$ cat config.mk
export PLATFORM = sky130hd
export DESIGN_NAME = power_sequencer
export DESIGN_NICKNAME = d
export VERILOG_FILES = /design/src/rtl/power_pkg.sv /design/src/rtl/stage_timer.sv /design/src/rtl/power_sequencer.sv
export SDC_FILE = /design/constraint.sdc
export NUM_CORES = 1
export LEC_CHECK = 0
export CELL_PAD_IN_SITES_DETAIL_PLACEMENT = 1
export CELL_PAD_IN_SITES_GLOBAL_PLACEMENT = 1
export CORE_MARGIN = 2
export CORE_UTILIZATION = 43
export CTS_CLUSTER_SIZE = 25
export DETAILED_ROUTE_END_ITERATION = 10
export GPL_ROUTABILITY_DRIVEN = 0
export PLACE_DENSITY = 0.84
export SYNTH_ARGS = -nofsm -noshare
export SYNTH_HDL_FRONTEND = slang
export SYNTH_SLANG_ARGS = --single-unit
$ cat constraint.sdc
create_clock -name clk -period 2.7 [get_ports clk]
set_clock_uncertainty 0.05 [all_clocks]
set_input_delay 0.675 -clock clk [delete_from_list [all_inputs] [get_ports clk]]
set_output_delay 0.675 -clock clk [all_outputs]
set_load 0.01 [all_outputs]
$ cat src/rtl/power_pkg.sv
// Shared definitions for the staged power-rail sequencer.
// Contents: FSM state encoding, default stage length, rail count limit,
// and the width of the internal rail level counter.
package power_pkg;

  typedef enum logic [1:0] {
    OFF       = 2'b00,
    RAMP_UP   = 2'b01,
    ON        = 2'b10,
    RAMP_DOWN = 2'b11
  } power_state_t;

  // One second per rail step at a 100 MHz clock.
  localparam logic [31:0] DEFAULT_STAGE_CYCLES = 32'd100000000;

  localparam int MAX_RAILS = 8;

  // Wide enough to hold 0..MAX_RAILS.
  localparam int LEVEL_W = $clog2(MAX_RAILS + 1);

endpackage

$ cat src/rtl/stage_timer.sv
// 32-bit loadable down-counter used to space rail steps.
// Ports:
//   clk, reset    - clock, asynchronous active-high reset (count -> 0)
//   load          - load count with load_val (takes priority)
//   load_val      - value to load
//   expired       - count is zero
// The counter stops at zero rather than wrapping.
module stage_timer (
  input  logic        clk,
  input  logic        reset,
  input  logic        load,
  input  logic [31:0] load_val,
  output logic        expired
);

  logic [31:0] count;

  always_ff @(posedge clk or posedge reset) begin
    if (reset) begin
      count <= '0;
    end else if (load) begin
      count <= load_val;
    end else if (count != '0) begin
      count <= count - 32'd1;
    end
  end

  assign expired = (count == '0);

endmodule

$ cat src/rtl/power_sequencer.sv
// Staged power-rail sequencer: enables rails one at a time on power_req,
// disables them in reverse order on release, and drops everything at once
// on force_off (restart blocked until power_req is released).
// Ports:
//   clk, reset  - clock, asynchronous active-high reset
//   power_req   - level power request, registered before use
//   force_off   - emergency shutdown, acts on the next edge
//   rail_en     - thermometer-coded rail enables from bit 0
//   power_good  - all rails up and settled
//   busy        - ramping up or down
//   locked_out  - force_off seen, waiting for power_req release
module power_sequencer
  import power_pkg::*;
#(
  parameter int          NUM_RAILS    = 3,
  parameter logic [31:0] STAGE_CYCLES = DEFAULT_STAGE_CYCLES
) (
  input  logic                 clk,
  input  logic                 reset,
  input  logic                 power_req,
  input  logic                 force_off,
  output logic [NUM_RAILS-1:0] rail_en,
  output logic                 power_good,
  output logic                 busy,
  output logic                 locked_out
);

  localparam logic [LEVEL_W-1:0] TOP_LEVEL = LEVEL_W'(NUM_RAILS);
  localparam logic [31:0]        RELOAD    = STAGE_CYCLES - 32'd1;

  power_state_t         state, state_next;
  logic [LEVEL_W-1:0]   level, level_next;
  logic                 good_next, locked_next;
  logic                 req_q;
  logic                 timer_load, timer_expired;
  logic [NUM_RAILS-1:0] rail_next;

  stage_timer u_timer (
    .clk      (clk),
    .reset    (reset),
    .load     (timer_load),
    .load_val (RELOAD),
    .expired  (timer_expired)
  );

  // The request is registered once, so a change sampled at edge k moves
  // the rails at edge k+1.
  always_ff @(posedge clk or posedge reset) begin
    if (reset) begin
      req_q      <= 1'b0;
      state      <= OFF;
      level      <= '0;
      rail_en    <= '0;
      power_good <= 1'b0;
      busy       <= 1'b0;
      locked_out <= 1'b0;
    end else begin
      req_q      <= power_req;
      state      <= state_next;
      level      <= level_next;
      rail_en    <= rail_next;
      power_good <= good_next;
      busy       <= (state_next == RAMP_UP) || (state_next == RAMP_DOWN);
      locked_out <= locked_next;
    end
  end

  always_comb begin
    state_next  = state;
    level_next  = level;
    good_next   = power_good;
    locked_next = locked_out;
    timer_load  = 1'b0;

    if (force_off) begin
      state_next  = OFF;
      level_next  = '0;
      good_next   = 1'b0;
      locked_next = 1'b1;
    end else begin
      case (state)
        OFF: begin
          if (!req_q) begin
            locked_next = 1'b0;
          end else if (!locked_out) begin
            state_next = RAMP_UP;
            level_next = LEVEL_W'(1);
            timer_load = 1'b1;
          end
        end
        RAMP_UP: begin
          if (!req_q) begin
            level_next = level - LEVEL_W'(1);
            timer_load = 1'b1;
            state_next = (level == LEVEL_W'(1)) ? OFF : RAMP_DOWN;
          end else if (timer_expired) begin
            if (level < TOP_LEVEL) begin
              level_next = level + LEVEL_W'(1);
              timer_load = 1'b1;
            end else begin
              state_next = ON;
              good_next  = 1'b1;
            end
          end
        end
        ON: begin
          if (!req_q) begin
            good_next  = 1'b0;
            level_next = level - LEVEL_W'(1);
            timer_load = 1'b1;
            state_next = (level == LEVEL_W'(1)) ? OFF : RAMP_DOWN;
          end
        end
        RAMP_DOWN: begin
          if (req_q) begin
            state_next = RAMP_UP;
            level_next = level + LEVEL_W'(1);
            timer_load = 1'b1;
          end else if (timer_expired) begin
            level_next = level - LEVEL_W'(1);
            timer_load = 1'b1;
            if (level == LEVEL_W'(1)) state_next = OFF;
          end
        end
        default: begin
          state_next = OFF;
          level_next = '0;
          good_next  = 1'b0;
        end
      endcase
    end
  end

  // rail_en = (1 << level) - 1, built from the next level so it is registered.
  always_comb begin
    rail_next = '0;
    for (int i = 0; i < NUM_RAILS; i++) begin
      rail_next[i] = (LEVEL_W'(i) < level_next);
    end
  end

endmodule
; ---- Word level (Yosys, flattened, before mapping)
; Index checks and enable logic that the tools add are counted.
[classes]
n_addsub = 3
magnitude_cmp = 4
n_eq_ne = 11
mux = 42
reduce_logical = 9
[op_table]
columns = operator, count
row1 = 32-bit two-way mux, 2
row2 = 4-bit two-way mux, 9
row3 = 32-bit logical NOT, 1
row4 = 32-bit nonzero test, 1
row5 = "32-bit by 1-bit subtractor with 32-bit output, second input constant", 1
row6 = 2-bit two-way mux, 11
row7 = 1-bit two-way mux, 16
row8 = 4-bit case mux with 4 select lines, 1
row9 = "3-bit != test, second input constant", 4
row10 = "1-bit by 4-bit less-than comparator with 1-bit output, first input constant", 2
row11 = 2-bit case mux with 4 select lines, 1
row12 = "2-bit == test, second input constant", 3
row13 = 5-bit AND reduction, 1
row14 = "4-bit by 1-bit adder with 4-bit output, second input constant", 1
row15 = "2-bit by 1-bit == test with 1-bit output, second input constant", 2
row16 = "4-bit by 1-bit == test with 1-bit output, second input constant", 1
row17 = "2-bit by 4-bit less-than comparator with 1-bit output, first input constant", 1
row18 = "4-bit by 2-bit less-than comparator with 1-bit output, second input constant", 1
row19 = 1-bit case mux with 4 select lines, 1
row20 = 2-bit nonzero test, 2
row21 = "4-bit by 1-bit subtractor with 4-bit output, second input constant", 1
row22 = 3-bit nonzero test, 1
row23 = 2-bit logical NOT, 1
row24 = "2-bit != test, second input constant", 1
row25 = 3 further kinds, 3
[totals]
register_bits = 45
inputBits = 4
out_inout_bits = 6

; ---- Logic depth before layout (Yosys ltp)
[logic_depth]
ltp_word = 8
mapped_depth = 12
ltp_nobuf = 9

; ---- By module
; From an unflattened synthesis, not the netlist that was laid out.
[unflattened]
cells_unflattened = 322
hier_area_um2 = 2975.4
[by_module_without_submodules]
columns = mod, instances, cells_per_inst, area_per_inst_um2, seq_area_each_um2
row1 = stage_timer, 1, 204, 1986.9, 800.8
row2 = power_sequencer, 1, 118, 988.4, 300.3

; ---- Worst setup path before layout
; OpenSTA, ideal clock, no wires.
[synth_timing]
path_kind = register to register
startpoint = reg u_timer.count[14]
endpoint = reg u_timer.count[1]
setup_ns = 0.065
arrival_ns = 2.601
slack_ns = -0.016
stages_incl_launch_ff = 11
path_cell_list = dfrtp_1 -> or4_4 -> or4_4 -> or3_1 -> buf_6 -> nand2_4 -> mux2i_2 -> a21o_1 -> buf_6 -> buf_8 -> nand2_1
[synth_via]
elab_chain_cells = 6
elab_cells_between_ends = 10
classes_between = mux (7) / reduce/logical (3)
[synth_lines]
columns = item, line_no
row1 = "start, declared", stage_timer.sv:16  ; logic [31:0] count;
row2 = "start signal, assigned", stage_timer.sv:22  ; count <= load_val;
row3 = "start signal, assigned", stage_timer.sv:24  ; count <= count - 32'd1;
row4 = 32-bit logical NOT, stage_timer.sv:28  ; assign expired = (count == '0);
row5 = 1-bit two-way mux (on tied branches), "power_sequencer.sv:119, power_sequencer.sv:96"
row6 = 1-bit two-way mux (on tied branches), "power_sequencer.sv:115, power_sequencer.sv:92"
row7 = 1-bit case mux with 4 select lines, power_sequencer.sv:81  ; case (state)
row8 = 1-bit two-way mux, power_sequencer.sv:75  ; if (force_off) begin
row9 = 32-bit two-way mux or 2-bit nonzero test (tied branches), -
; Parallel ways exist; a longest one is shown, timed or not.
; A chain may end at the register's enable or synchronous reset.

; ---- Worst setup path after layout
[layout_timing]
startpoint = reg u_timer.count[14]
endpoint = reg rail_en[0]
[layout_via]
elab_chain_cells = 6
elab_cells_between_ends = 8
classes_between = order compare (1) / mux (6) / reduce/logical (1)
[layout_lines]
columns = item, line_no
row1 = 32-bit logical NOT (*), stage_timer.sv:28
row2 = 4-bit two-way mux (on tied branches), "power_sequencer.sv:119, power_sequencer.sv:96"
row3 = 4-bit two-way mux (on tied branches), "power_sequencer.sv:115, power_sequencer.sv:92"
row4 = 4-bit case mux with 4 select lines (*), power_sequencer.sv:81
row5 = 4-bit two-way mux (*), power_sequencer.sv:75
row6 = 1-bit by 4-bit less-than comparator with 1-bit output (*), power_sequencer.sv:138  ; rail_next[i] = (LEVEL_W'(i) < level_next);
row7 = net rail_next[0], power_sequencer.sv:36  ; logic [NUM_RAILS-1:0] rail_next;
row8 = "end signal, assigned", power_sequencer.sv:61  ; rail_en <= rail_next;
row9 = "end, declared", power_sequencer.sv:22  ; output logic [NUM_RAILS-1:0] rail_en,
; Mark *: on every way through the listed nets, which the timed path passes. The rest lies on a longest branch.

==> impl_metrics.tcl <==
set metrics [dict create \
    yosysWarnings 0 \
    cts.sinks 44 \
    synth_nets 302 \
    critPathCaptureType "flop" \
    cp_common_cell "or4_4" \
    drc 0 \
    syn_area_per_cell_um2 9.12 \
    hold-worst-slack_ns 0.472 \
    hold_class "flop to flop" \
    swShare_pct 33.4 \
    n_antenna_cell 0 \
    ys_types 57 \
    tightest_slew_ns 0.677 \
    maxCapViolations 0 \
    grt_pass1_vias 2439 \
    num_io_pins 10 \
    slowest_stage "or4_4" \
    initial_utilization_pct 44.8 \
    area_growth_pct 15.5 \
    grt_max_degree 23 \
    drive_above_1_share_pct 18.1 \
    setup_tns_ns -0.112 \
    nNetsFinal 328 \
    synth.most_common_cell "dfrtp_1" \
    async_flop_share_pct 100 \
    dieArea_mm2 0.00688 \
    rsz0062_at_grt "yes" \
    ys_top_cells_by_area "dfrtp_1 (41%), xnor2_1 (5.9%), nand2_1 (5.2%)" \
    first_iter_violations 113 \
    grt_first_pass_wirelength_um 12400 \
    num_vias 2282 \
    p_int_mw 1.10 \
    p_switching_mw 0.553 \
    dieHeight_um 83.0 \
    ctsRootBufferMaster "clkbuf_8" \
    totalWireLength_um 6970 \
    report.final.slew_viol_count 0 \
    synthCells 294 \
    synth_seq_cells 44 \
    seq_area_frac_synth_pct 41.1 \
    netlist.area_leader.share_pct 41.1 \
    cts-buffers-inserted 5 \
    synthFlopType "dfrtp_1" \
    worstSetupPathType "flop to flop" \
    max_stage_delay_ns 0.53 \
    setup-violations-final 3 \
    start_kind "flop" \
    period_share_pct 102 \
    status "finished with violations" \
    cts.path.max_buffers 2 \
    clock_latency_ns 0.29 \
    grt_overflow 0 \
    clkPwrFrac_pct 24.1 \
    required_ns 2.88 \
    holdBufCountCts 0 \
    hold_viol 0 \
    tritoncts "built" \
    netlist_area_mm2 0.00268 \
    violations "setup timing" \
    place_hpwl_um 4820 \
    crit_fanout 4 \
    cp.arrival_ns 2.92 \
    synth_common_cells "dfrtp_1 (44), nand2_1 (37), nor2_1 (30), xnor2_1 (18), nand3_1 (14)" \
    clk_pin_slew_ns 0.08 \
    drtPass1Iterations 4 \
    setup_ws_ns -0.0451 \
    core_area_mm2 0.00599 \
    grt_usage_pct 21.7 \
    slew-limit-headroom_pct 54.3 \
    synth_edf_count 0 \
    synth.largest_area_cell "dfrtp_1" \
    post-route-min-period_ns 2.75 \
    ir_worst_vdd_v 0.000291 \
    power_frac_seq_pct 49.2 \
    viasPerCell 5.78 \
    htreeDepth 2 \
    die_w_um 83.0 \
    antenna_left 0 \
    p_leak_nw 1.22 \
    antenna_found_initial 0 \
    routedWlPerCell_um 17.7 \
    p_comb_share_pct 26.6 \
    fmax_ghz 0.364 \
    powerDensity_mw_per_mm2 534 \
    timing.critical_path.cells "or4_4 -> or4_4 -> buf_6 -> nor4_4 -> mux2i_2 -> a211oi_2 -> or2_4 -> nand3_1" \
    portBuffers 9 \
    fp-row-count 28 \
]
[cell usage in the layout, fill, tap and decap left out, types with 3 or more instances in the layout]
cell type	n
o22ai_1	3
a221oi_1	3
nand2_1	36
nor2_1	29
mux2i_2	3
nor3_1	8
a21oi_1	7
or3_1	6
buf_4	20
a31oi_1	3
or4_1	3
ha_1	4
nand3_1	14
buf_6	4
clkdlybuf4s50_1	9
clkbuf_8	5
dfrtp_1	44
xnor2_1	18
and3_1	4
inv_1	8
nor4_1	11
o21ai_0	11
nand2b_1	8
xor2_1	12
[layer usage]
layer / vias to the layer above / routed length [um] / global-route usage [%]
met5: - / 0 / 0
met4: 0 / 80 / 4.17
met3: 8 / 242 / 3.38
met2: 49 / 3460 / 35.2
met1: 1155 / 3190 / 30.9
li1: 1070 / - / -
[critical path, delay by kind of cell, from the launching register on]
| kind | cells | cell delay [ns] |
|---|---|---|
| mux | 1 | 0.31 |
| simple gates | 5 | 1.63 |
| compound gates | 1 | 0.13 |
| flops | 1 | 0.41 |
| buf+inv | 1 | 0.15 |
[final timing paths]
kind	end	slack (ns)	start	depth (start not counted)
worst min-delay path	u_timer.count[7]$_DFFE_PP0P_	0.47	u_timer.count[7]$_DFFE_PP0P_	2
min in group asynchronous	req_q$_DFF_PP0_	0.66	reset	2
worst max register to register	rail_en[0]$_DFF_PP0_	-0.05	u_timer.count[14]$_DFFE_PP0P_	8
worst min register to register	u_timer.count[7]$_DFFE_PP0P_	0.47	u_timer.count[7]$_DFFE_PP0P_	2
max in group asynchronous	u_timer.count[7]$_DFFE_PP0P_	1.35	reset	3
worst max-delay path	rail_en[0]$_DFF_PP0_	-0.05	u_timer.count[14]$_DFFE_PP0P_	8
[repair_timing]
| item | 4_1_cts | 5_1_grt |
|---|---|---|
| gates resized for setup | 8 | 8 |
| buffers inserted | 2 | 1 |
| endpoints found under the setup margin | 22 | 38 |
| pin swaps | 5 | 1 |
[state kept, by name (all words and copies together) (netlist names)]
name and flops:
req_q 1, u_timer.count 32, power_good 1, locked_out 1, level 4, rail_en 3
state 2
[per-stage QoR]
stage	worst slack, ns	util (%)	area [um2]	power, mW	cells
after floorplan	0.0501	-	2680	1.10	294
after global placement	-0.00284	48.8	2920	1.22	385
after detailed placement	-0.137	48.8	2920	1.24	385
after CTS	-0.0287	51.0	3050	1.66	394
after global routing	-0.162	51.7	3100	1.75	395
final	-0.0451	51.7	3100	1.65	395
[power by group through the flow]
stage	combinational, mW	sequential, mW	clock, mW
final	0.441	0.814	0.399
after global routing	0.490	0.827	0.437
after CTS	0.436	0.810	0.410
after detailed placement	0.421	0.822	0
after global placement	0.399	0.822	0
after floorplan	0.310	0.793	0
[layout make-up]
| class | instances | area (um2) |
|---|---|---|
| multi-input combinational | 225 | 1460 |
| fill | 688 | 2890 |
| timing repair buffer | 35 | 325 |
| sequential | 44 | 1100 |
| inverter | 9 | 33.8 |
| clock inverter | 2 | 12.5 |
| tap | 75 | 93.8 |
| clock buffer | 5 | 68.8 |
[kinds of logic (layout without fill, tap and decap cells)]
logic type / count (synthesis) / after routing / synth area share (%)
buffers and inverters: 25 / 51 / 6.44
DFF: 44 / 44 / 41.1
adders and majority gates: 4 / 4 / 1.87
AOI/OAI and AO/OA: 42 / 42 / 10.5
muxes: 3 / 3 / 1.26
xor gates and xnor gates: 30 / 30 / 9.80
and+or+nand+nor: 146 / 146 / 29.0
(Power assumes the default switching activity.)
